$ cat config.mk
export PLATFORM = sky130hd
export DESIGN_NAME = mmio_controller
export DESIGN_NICKNAME = d
export VERILOG_FILES = /design/src/rtl/mmio_controller.sv
export SDC_FILE = /design/constraint.sdc
export NUM_CORES = 1
export LEC_CHECK = 0
export BUFFER_PORTS_ARGS = -buffer_cell sky130_fd_sc_hd__buf_2
export CORE_UTILIZATION = 34
export CTS_BUF_LIST = sky130_fd_sc_hd__clkbuf_8
export DETAILED_ROUTE_END_ITERATION = 10
export PLACE_DENSITY_LB_ADDON = 0.3
export SLEW_MARGIN = 0
export SYNTH_ARGS = -nofsm -noshare
export SYNTH_HDL_FRONTEND = slang
export SYNTH_SLANG_ARGS = --single-unit
export TNS_END_PERCENT = 100
$ cat constraint.sdc
create_clock -name clk -period 2.3 [get_ports clk]
set_input_delay 0.46 -clock clk [delete_from_list [all_inputs] [get_ports clk]]
set_output_delay 0.46 -clock clk [all_outputs]
set_load 0.05 [all_outputs]
$ cat src/rtl/mmio_controller.sv
// Memory-access sequencer and LC-3 device-register decoder (KBSR/KBDR/DSR/DDR/MCR) in front of MAR/MDR memory.
// Latency: device access gives mem_ready 1 cycle after the mem_en sample; RAM access gives it MEM_LATENCY cycles after.
// Backpressure: one access at a time, mar/mdr held from mem_en through DONE; the display holds disp_valid until disp_ready.
//
// Ports: clk/reset (async active-low); mar/mdr/mem_en/r_w from the datapath and control FSM;
//        mem_ready/mem_we/sel_mdr/io_data back to the Memory block; kb_data/kb_valid keyboard input;
//        disp_data/disp_valid/disp_ready display handshake; run = MCR[15] datapath clock enable.
// Optional macro MMIO_IRQ_EN: adds KBSR[14]/DSR[14] interrupt enables and a registered irq output.
module mmio_controller #(
    parameter logic [15:0] KBSR_ADDR   = 16'hFE00,
    parameter logic [15:0] KBDR_ADDR   = 16'hFE02,
    parameter logic [15:0] DSR_ADDR    = 16'hFE04,
    parameter logic [15:0] DDR_ADDR    = 16'hFE06,
    parameter logic [15:0] MCR_ADDR    = 16'hFFFE,
    parameter int          MEM_LATENCY = 2
) (
    input  logic        clk,
    input  logic        reset,
    input  logic [15:0] mar,
    input  logic [15:0] mdr,
    input  logic        mem_en,
    input  logic        r_w,
    output logic        mem_ready,
    output logic        mem_we,
    output logic [1:0]  sel_mdr,
    output logic [15:0] io_data,
    input  logic [7:0]  kb_data,
    input  logic        kb_valid,
    output logic [7:0]  disp_data,
    output logic        disp_valid,
    input  logic        disp_ready,
    output logic        run
`ifdef MMIO_IRQ_EN
    ,
    output logic        irq
`endif
);

    typedef enum logic [1:0] {IDLE, WAIT, DONE} state_t;

    // WAIT is entered with MEM_LATENCY-2 so DONE is reached MEM_LATENCY-1 edges after the sample.
    localparam logic [3:0] CNT_INIT = 4'((MEM_LATENCY > 1) ? (MEM_LATENCY - 2) : 0);

    state_t      r_state;
    logic [3:0]  r_cnt;
    logic        r_wr;
    logic        r_io;
    logic        r_mem_ready;
    logic        r_mem_we;
    logic        r_kb_rdy;
    logic [7:0]  r_kbdr;
    logic        r_dsr_rdy;
    logic [7:0]  r_disp_data;
    logic        r_disp_valid;
    logic [15:0] r_mcr;

    logic        w_is_io;
    logic        w_done;
    logic        w_dev_wr;
    logic        w_kbdr_rd;
    logic        w_ddr_wr;
    logic        w_mcr_wr;
    logic        w_kb_ie;
    logic        w_dsr_ie;
    logic [15:0] w_io_data;

    assign w_is_io = (mar == KBSR_ADDR) || (mar == KBDR_ADDR) || (mar == DSR_ADDR) ||
                     (mar == DDR_ADDR)  || (mar == MCR_ADDR);

    // Device side effects happen on the edge that leaves DONE; mar/mdr are still held then.
    assign w_done    = (r_state == DONE);
    assign w_dev_wr  = w_done && r_io && r_wr;
    assign w_kbdr_rd = w_done && r_io && !r_wr && (mar == KBDR_ADDR);
    assign w_ddr_wr  = w_dev_wr && (mar == DDR_ADDR) && r_dsr_rdy;
    assign w_mcr_wr  = w_dev_wr && (mar == MCR_ADDR);

    always_comb begin
        w_io_data = '0;
        if (mar == KBSR_ADDR)      w_io_data = {r_kb_rdy, w_kb_ie, 14'b0};
        else if (mar == KBDR_ADDR) w_io_data = {8'h00, r_kbdr};
        else if (mar == DSR_ADDR)  w_io_data = {r_dsr_rdy, w_dsr_ie, 14'b0};
        else if (mar == MCR_ADDR)  w_io_data = r_mcr;
    end

    assign sel_mdr    = w_is_io ? 2'b11 : 2'b01;
    assign io_data    = w_io_data;
    assign mem_ready  = r_mem_ready;
    assign mem_we     = r_mem_we;
    assign disp_data  = r_disp_data;
    assign disp_valid = r_disp_valid;
    assign run        = r_mcr[15];

    // Access sequencer; mem_ready/mem_we are registered and high only while in DONE.
    always_ff @(posedge clk or negedge reset) begin
        if (!reset) begin
            r_state     <= IDLE;
            r_cnt       <= '0;
            r_wr        <= 1'b0;
            r_io        <= 1'b0;
            r_mem_ready <= 1'b0;
            r_mem_we    <= 1'b0;
        end else begin
            r_mem_ready <= 1'b0;
            r_mem_we    <= 1'b0;
            case (r_state)
                IDLE: begin
                    if (mem_en) begin
                        r_wr <= r_w;
                        r_io <= w_is_io;
                        if (w_is_io || (MEM_LATENCY == 1)) begin
                            r_state     <= DONE;
                            r_mem_ready <= 1'b1;
                            r_mem_we    <= r_w && !w_is_io;
                        end else begin
                            r_state <= WAIT;
                            r_cnt   <= CNT_INIT;
                        end
                    end
                end
                WAIT: begin
                    if (r_cnt == 4'd0) begin
                        r_state     <= DONE;
                        r_mem_ready <= 1'b1;
                        r_mem_we    <= r_wr && !r_io;
                    end else begin
                        r_cnt <= r_cnt - 4'd1;
                    end
                end
                default: r_state <= IDLE;
            endcase
        end
    end

    // Device registers.
    always_ff @(posedge clk or negedge reset) begin
        if (!reset) begin
            r_kb_rdy     <= 1'b0;
            r_kbdr       <= '0;
            r_dsr_rdy    <= 1'b1;
            r_disp_data  <= '0;
            r_disp_valid <= 1'b0;
            r_mcr        <= 16'h8000;
        end else begin
            if (w_kbdr_rd)
                r_kb_rdy <= 1'b0;
            // A character arriving on the KBDR-read edge is kept: set beats clear.
            if (kb_valid && (!r_kb_rdy || w_kbdr_rd)) begin
                r_kbdr   <= kb_data;
                r_kb_rdy <= 1'b1;
            end

            if (w_ddr_wr) begin
                r_disp_data  <= mdr[7:0];
                r_disp_valid <= 1'b1;
                r_dsr_rdy    <= 1'b0;
            end else if (r_disp_valid && disp_ready) begin
                r_disp_valid <= 1'b0;
                r_dsr_rdy    <= 1'b1;
            end

            // run is sticky-low: a cleared MCR[15] can only come back through reset.
            if (w_mcr_wr)
                r_mcr <= {mdr[15] & r_mcr[15], mdr[14:0]};
        end
    end

`ifdef MMIO_IRQ_EN
    logic r_kb_ie;
    logic r_dsr_ie;
    logic r_irq;

    assign w_kb_ie  = r_kb_ie;
    assign w_dsr_ie = r_dsr_ie;
    assign irq      = r_irq;

    always_ff @(posedge clk or negedge reset) begin
        if (!reset) begin
            r_kb_ie  <= 1'b0;
            r_dsr_ie <= 1'b0;
            r_irq    <= 1'b0;
        end else begin
            if (w_dev_wr && (mar == KBSR_ADDR)) r_kb_ie  <= mdr[14];
            if (w_dev_wr && (mar == DSR_ADDR))  r_dsr_ie <= mdr[14];
            r_irq <= (r_kb_rdy & r_kb_ie) | (r_dsr_rdy & r_dsr_ie);
        end
    end
`else
    assign w_kb_ie  = 1'b0;
    assign w_dsr_ie = 1'b0;
`endif

endmodule

After elaboration in Yosys (flattened, before gate mapping):

Cells that the tools add are included.

* bits in registers: 45
* output and inout bits: 30
* word-level logic and storage cells: 80

* add/sub/neg operators: 1
* eq/ne operators: 11
* mux-type cells: 27
* bitwise gates (word level): 1
* reductions and logical operators: 28

Operator list (number)
* $eq A16 B16 Y1 const B: 5
* $mux W16: 4
* $mux W1: 12
* $mux W4: 3
* $logic_and A1 B1 Y1: 11
* $mux W2: 4
* $ne A2 B2 Y1 const B: 4
* $pmux W4 S2: 1
* $reduce_bool A2 Y1: 3
* $logic_or A1 B1 Y1: 5
* $logic_not A1 Y1: 4
* $logic_not A4 Y1: 1
* $pmux W1 S2: 2
* $pmux W2 S2: 1
* $reduce_and A2 Y1: 2
* $reduce_and A4 Y1: 1
* $sub A4 B1 Y4 const B: 1
* $eq A2 B1 Y1 const B: 1
* $eq A2 B2 Y1 const B: 1
* $logic_not A2 Y1: 1
* $and A1 B1 Y1: 1

Longest topological paths before layout:

* word-level depth: 10
* depth in mapped cells: 6

Least setup slack after synthesis:

Ideal clock, no wire load.

* path type: input port to output port
* start point: in mar[7]
* end point: out io_data[15]
* arrival time: 2.317 ns
* required time: 1.840 ns
* slack: -0.477 ns
* stages: 4
* buffers on the path: 0
* cell sequence: or4_4 -> nor4_1 -> o21ai_0 -> a32oi_1

* cells in the longest elaborated chain, start to end: 5

RTL lines
* start, declared: line 19 `input logic [15:0] mar,`
* $eq A16 B16 Y1: line 82 `else if (mar == MCR_ADDR) w_io_data = r_mcr;`
* $mux W16: line 82
* $mux W16: line 81 `else if (mar == DSR_ADDR) w_io_data = {r_dsr_rdy, w_dsr_ie, 14'b0};`
* $mux W16: line 80 `else if (mar == KBDR_ADDR) w_io_data = {8'h00, r_kbdr};`
* $mux W16 (*): line 79 `if (mar == KBSR_ADDR) w_io_data = {r_kb_rdy, w_kb_ie, 14'b0};`
* end, declared: line 26 `output logic [15:0] io_data,`

Every way passes the cells marked *; elsewhere a longest branch is shown, timed or not.

Worst setup path after layout:

Ends and elaborated chain as after synthesis.

==> flow_metrics.py <==
metrics = {
    "outcome": {
        "status": "complete, but fails checks",
        "violations": "setup timing",
    },
    "timing": {
        "timing.setup.tns_ns": -0.0563,
        "slew_viol_final": 0,
        "worst_slack_ns": -0.0563,
        "skew_ns": 0.0124,
        "worstMarginPinSlew_ns": 0.557,
        "hold_viol": 0,
        "finalSetupViolations": 1,
        "finalCritPeriodShare": 1.02,
        "slew_headroom": 0.629,
        "min_period_ns": 2.36,
        "grt_setup_unrepaired": "true",
        "clock.fmax_mhz": 424,
    },
    "setup_path": {
        "cp-endpoint": "io_data[15]",
        "reg2reg_from": "r_state[1]",
        "cp.required_ns": 1.84,
        "startpoint": "mar[7]",
        "critPathLaunchType": "primary input",
        "arrival_ns": 1.90,
        "endpoint_kind": "output port",
        "reg2regPathDepth": 4,
        "crit_type": "in2out",
        "rr_endpoint": "r_kbdr[2]",
        "crit_fanout": 2,
        "r2r_setup_slack_ns": 0.64,
    },
    "grt": {
        "grt_pass1_wl_um": 8110,
        "grt_max_degree": 25,
        "track_usage": 0.163,
        "globalRoute.totalOverflow": 0,
        "antenna_found_initial": 0,
        "grt_pass1_vias": 1745,
    },
    "clock_network": {
        "cts_buffers": 5,
        "post-cts-setup-buffers": 0,
        "clk_pin_slew_ns": 0.09,
        "cts-root-buf": "clkbuf_8",
        "cts_max_level": 2,
        "cts_tree": "done",
        "cts.path.max_buffers": 2,
        "clk_latency_ns": 0.30,
        "cts.sinks": 45,
        "hold_buffers": 0,
    },
    "pwr": {
        "fin_total_pwr_mw": 1.94,
        "vdd_drop_max_mv": 0.383,
        "leakagePower_nw": 1.63,
        "power_per_cell_area_nw_per_um2": 624,
    },
    "synth": {
        "synth_seq_cells": 45,
        "ys.flop_type": "dfrtp_1",
        "synth.area.top_cells": "dfrtp_1 50%, mux2_2 16%, a22o_1 3.3%",
        "yosys.area.top_type": "dfrtp_1",
        "yosysTopAreaCellShare": 0.500,
        "yosys-top-cells-count": "43 x dfrtp_1, 30 x mux2_2, 8 x a22o_1",
        "synth_fp_nets": 223,
        "syn_area_um2": 2150,
        "yosys_warnings": 0,
        "yosysMostFrequentCell": "dfrtp_1",
        "synth-edff-count": 0,
        "synth_cell_type_count": 41,
        "syn_inst": 175,
        "yosysSeqAreaShare": 0.524,
        "synth-async-reset-ratio": 1.00,
        "syn-mean-instance-area_um2": 12.3,
    },
    "place": {
        "routabilityCongestion": 0.788,
        "dp.final_hpwl_um": 3810,
        "portBuffers": 74,
        "placedCellCount": 340,
    },
    "routing": {
        "viasPerCell": 4.95,
        "wire_per_inst_um": 14.3,
        "drc": 0,
        "dr.pass1.iters": 4,
        "detail-route-antenna-nets": 0,
        "drt_iter0_markers": 49,
        "via_count": 1719,
        "finalWirelength_um": 4950,
    },
    "cells_and_area": {
        "nFillCells": 556,
        "drive_gt1_frac": 0.581,
        "multi_input_area_um2": 1100,
        "n_antenna_cell": 0,
        "final-seq-area_um2": 1130,
        "final_net_count": 319,
        "final_cell_count_no_fill": 347,
        "area_growth_syn_to_layout_pct": 44.4,
    },
    "job": {
        "maxCapViolations": 0,
    },
    "floorplan": {
        "fp-row-count": 28,
        "dieArea_um2": 6660,
        "die_x_um": 81.6,
        "die_h_um": 81.6,
        "ioPinCount": 76,
        "core_um2": 6030,
        "start_util": 0.357,
    },
    "hold_path": {
        "hp-class": "in2async",
    },
}
-- report_power, final --
group / internal [mW] / leakage, nW / switching (mW) / total [mW]
Clock: 0.248 / 0.0478 / 0.285 / 0.533
Sequential: 0.880 / 0.593 / 0.0647 / 0.945
Combinational: 0.199 / 0.984 / 0.264 / 0.463
Total: 1.33 / 1.63 / 0.613 / 1.94
-- flip-flops by register name, summed over array words and instances (netlist names), 2 cells and up --
name and count:
r_mcr 16, disp_data 8, r_kbdr 8, r_cnt 4, r_state 2
-- cells by family after synthesis --
family          count (synthesis)  synth area share
simple gates                   53             0.159
flops                          45             0.524
mux                            33             0.175
compound gates                 27            0.0994
buf+inv                        14            0.0291
fa+ha+maj                       2            0.0116
other cells                     1           0.00174
-- critical path, stage by stage --
cell and delay (ns):
buf_6 0.09, or4_4 0.55, buf_6 0.14, nor4_4 0.15, o21ai_2 0.11, a32oi_4 0.20
buf_6 0.19
-- through the flow --
stage	utilization	instance area [µm²]	setup WS [ns]	hold slack (ns)
detailed placement	0.483	2910	-0.180	0.467
floorplan	-	2270	0.0246	0.164
finish	0.516	3110	-0.0563	0.137
global route	0.516	3110	-0.117	0.171
CTS	0.513	3090	-0.0766	0.152
global placement	0.483	2910	-0.171	0.449
-- layout by cell type (no fill, tap or decap), types with 3 or more instances in the layout --
cell type | netlist | final
mux2_2 | 30 | 30
dfrtp_1 | 43 | 43
buf_2 | 2 | 63
nor2_1 | 4 | 3
nand2_1 | 7 | 7
buf_8 | 0 | 8
a22o_4 | 0 | 8
buf_4 | 2 | 19
nor4_4 | 1 | 3
o211ai_1 | 4 | 4
and3_1 | 7 | 7
inv_1 | 7 | 7
nor3b_1 | 4 | 4
nand2b_1 | 3 | 3
o21ai_0 | 6 | 5
buf_6 | 0 | 4
nand3_1 | 7 | 7
clkbuf_8 | 0 | 6
-- final cells by class --
type                            instances  share of cell area
Sequential cell                        45               0.363
Multi-Input combinational cell        116               0.353
Timing Repair Buffer                   96               0.213
Tap cell                               75              0.0302
Clock buffer                            6              0.0266
Inverter                                7             0.00845
Clock inverter                          2             0.00523
-- worst min path at each step --
stage          start            to  slack (ns)  cells after the start
2_1_floorplan  reset  disp_data[0]        0.16                      0
3_3_place_gp    r_io        mem_we        0.45                      1
3_5_place_dp    r_io        mem_we        0.47                      1
4_1_cts        reset      r_cnt[3]        0.15                      1
5_1_grt        reset     r_mcr[12]        0.17                      1
6_report       reset      r_cnt[3]        0.14                      1
-- repair_timing --
item / CTS / global route
endpoints found under the hold margin: 0 / 0
resized for setup: 31 / 3
endpoints found under the setup margin: 10 / 14
pin swaps: 3 / 3
-- routing by layer --
metal	wire, µm	vias to the layer above	track usage
met2	2470	33	0.284
li1	-	837	-
met5	0	-	0
met1	2210	844	0.201
met4	41	0	0.0368
met3	232	5	0.0411
No activity file was read; power rests on OpenSTA's default activity.
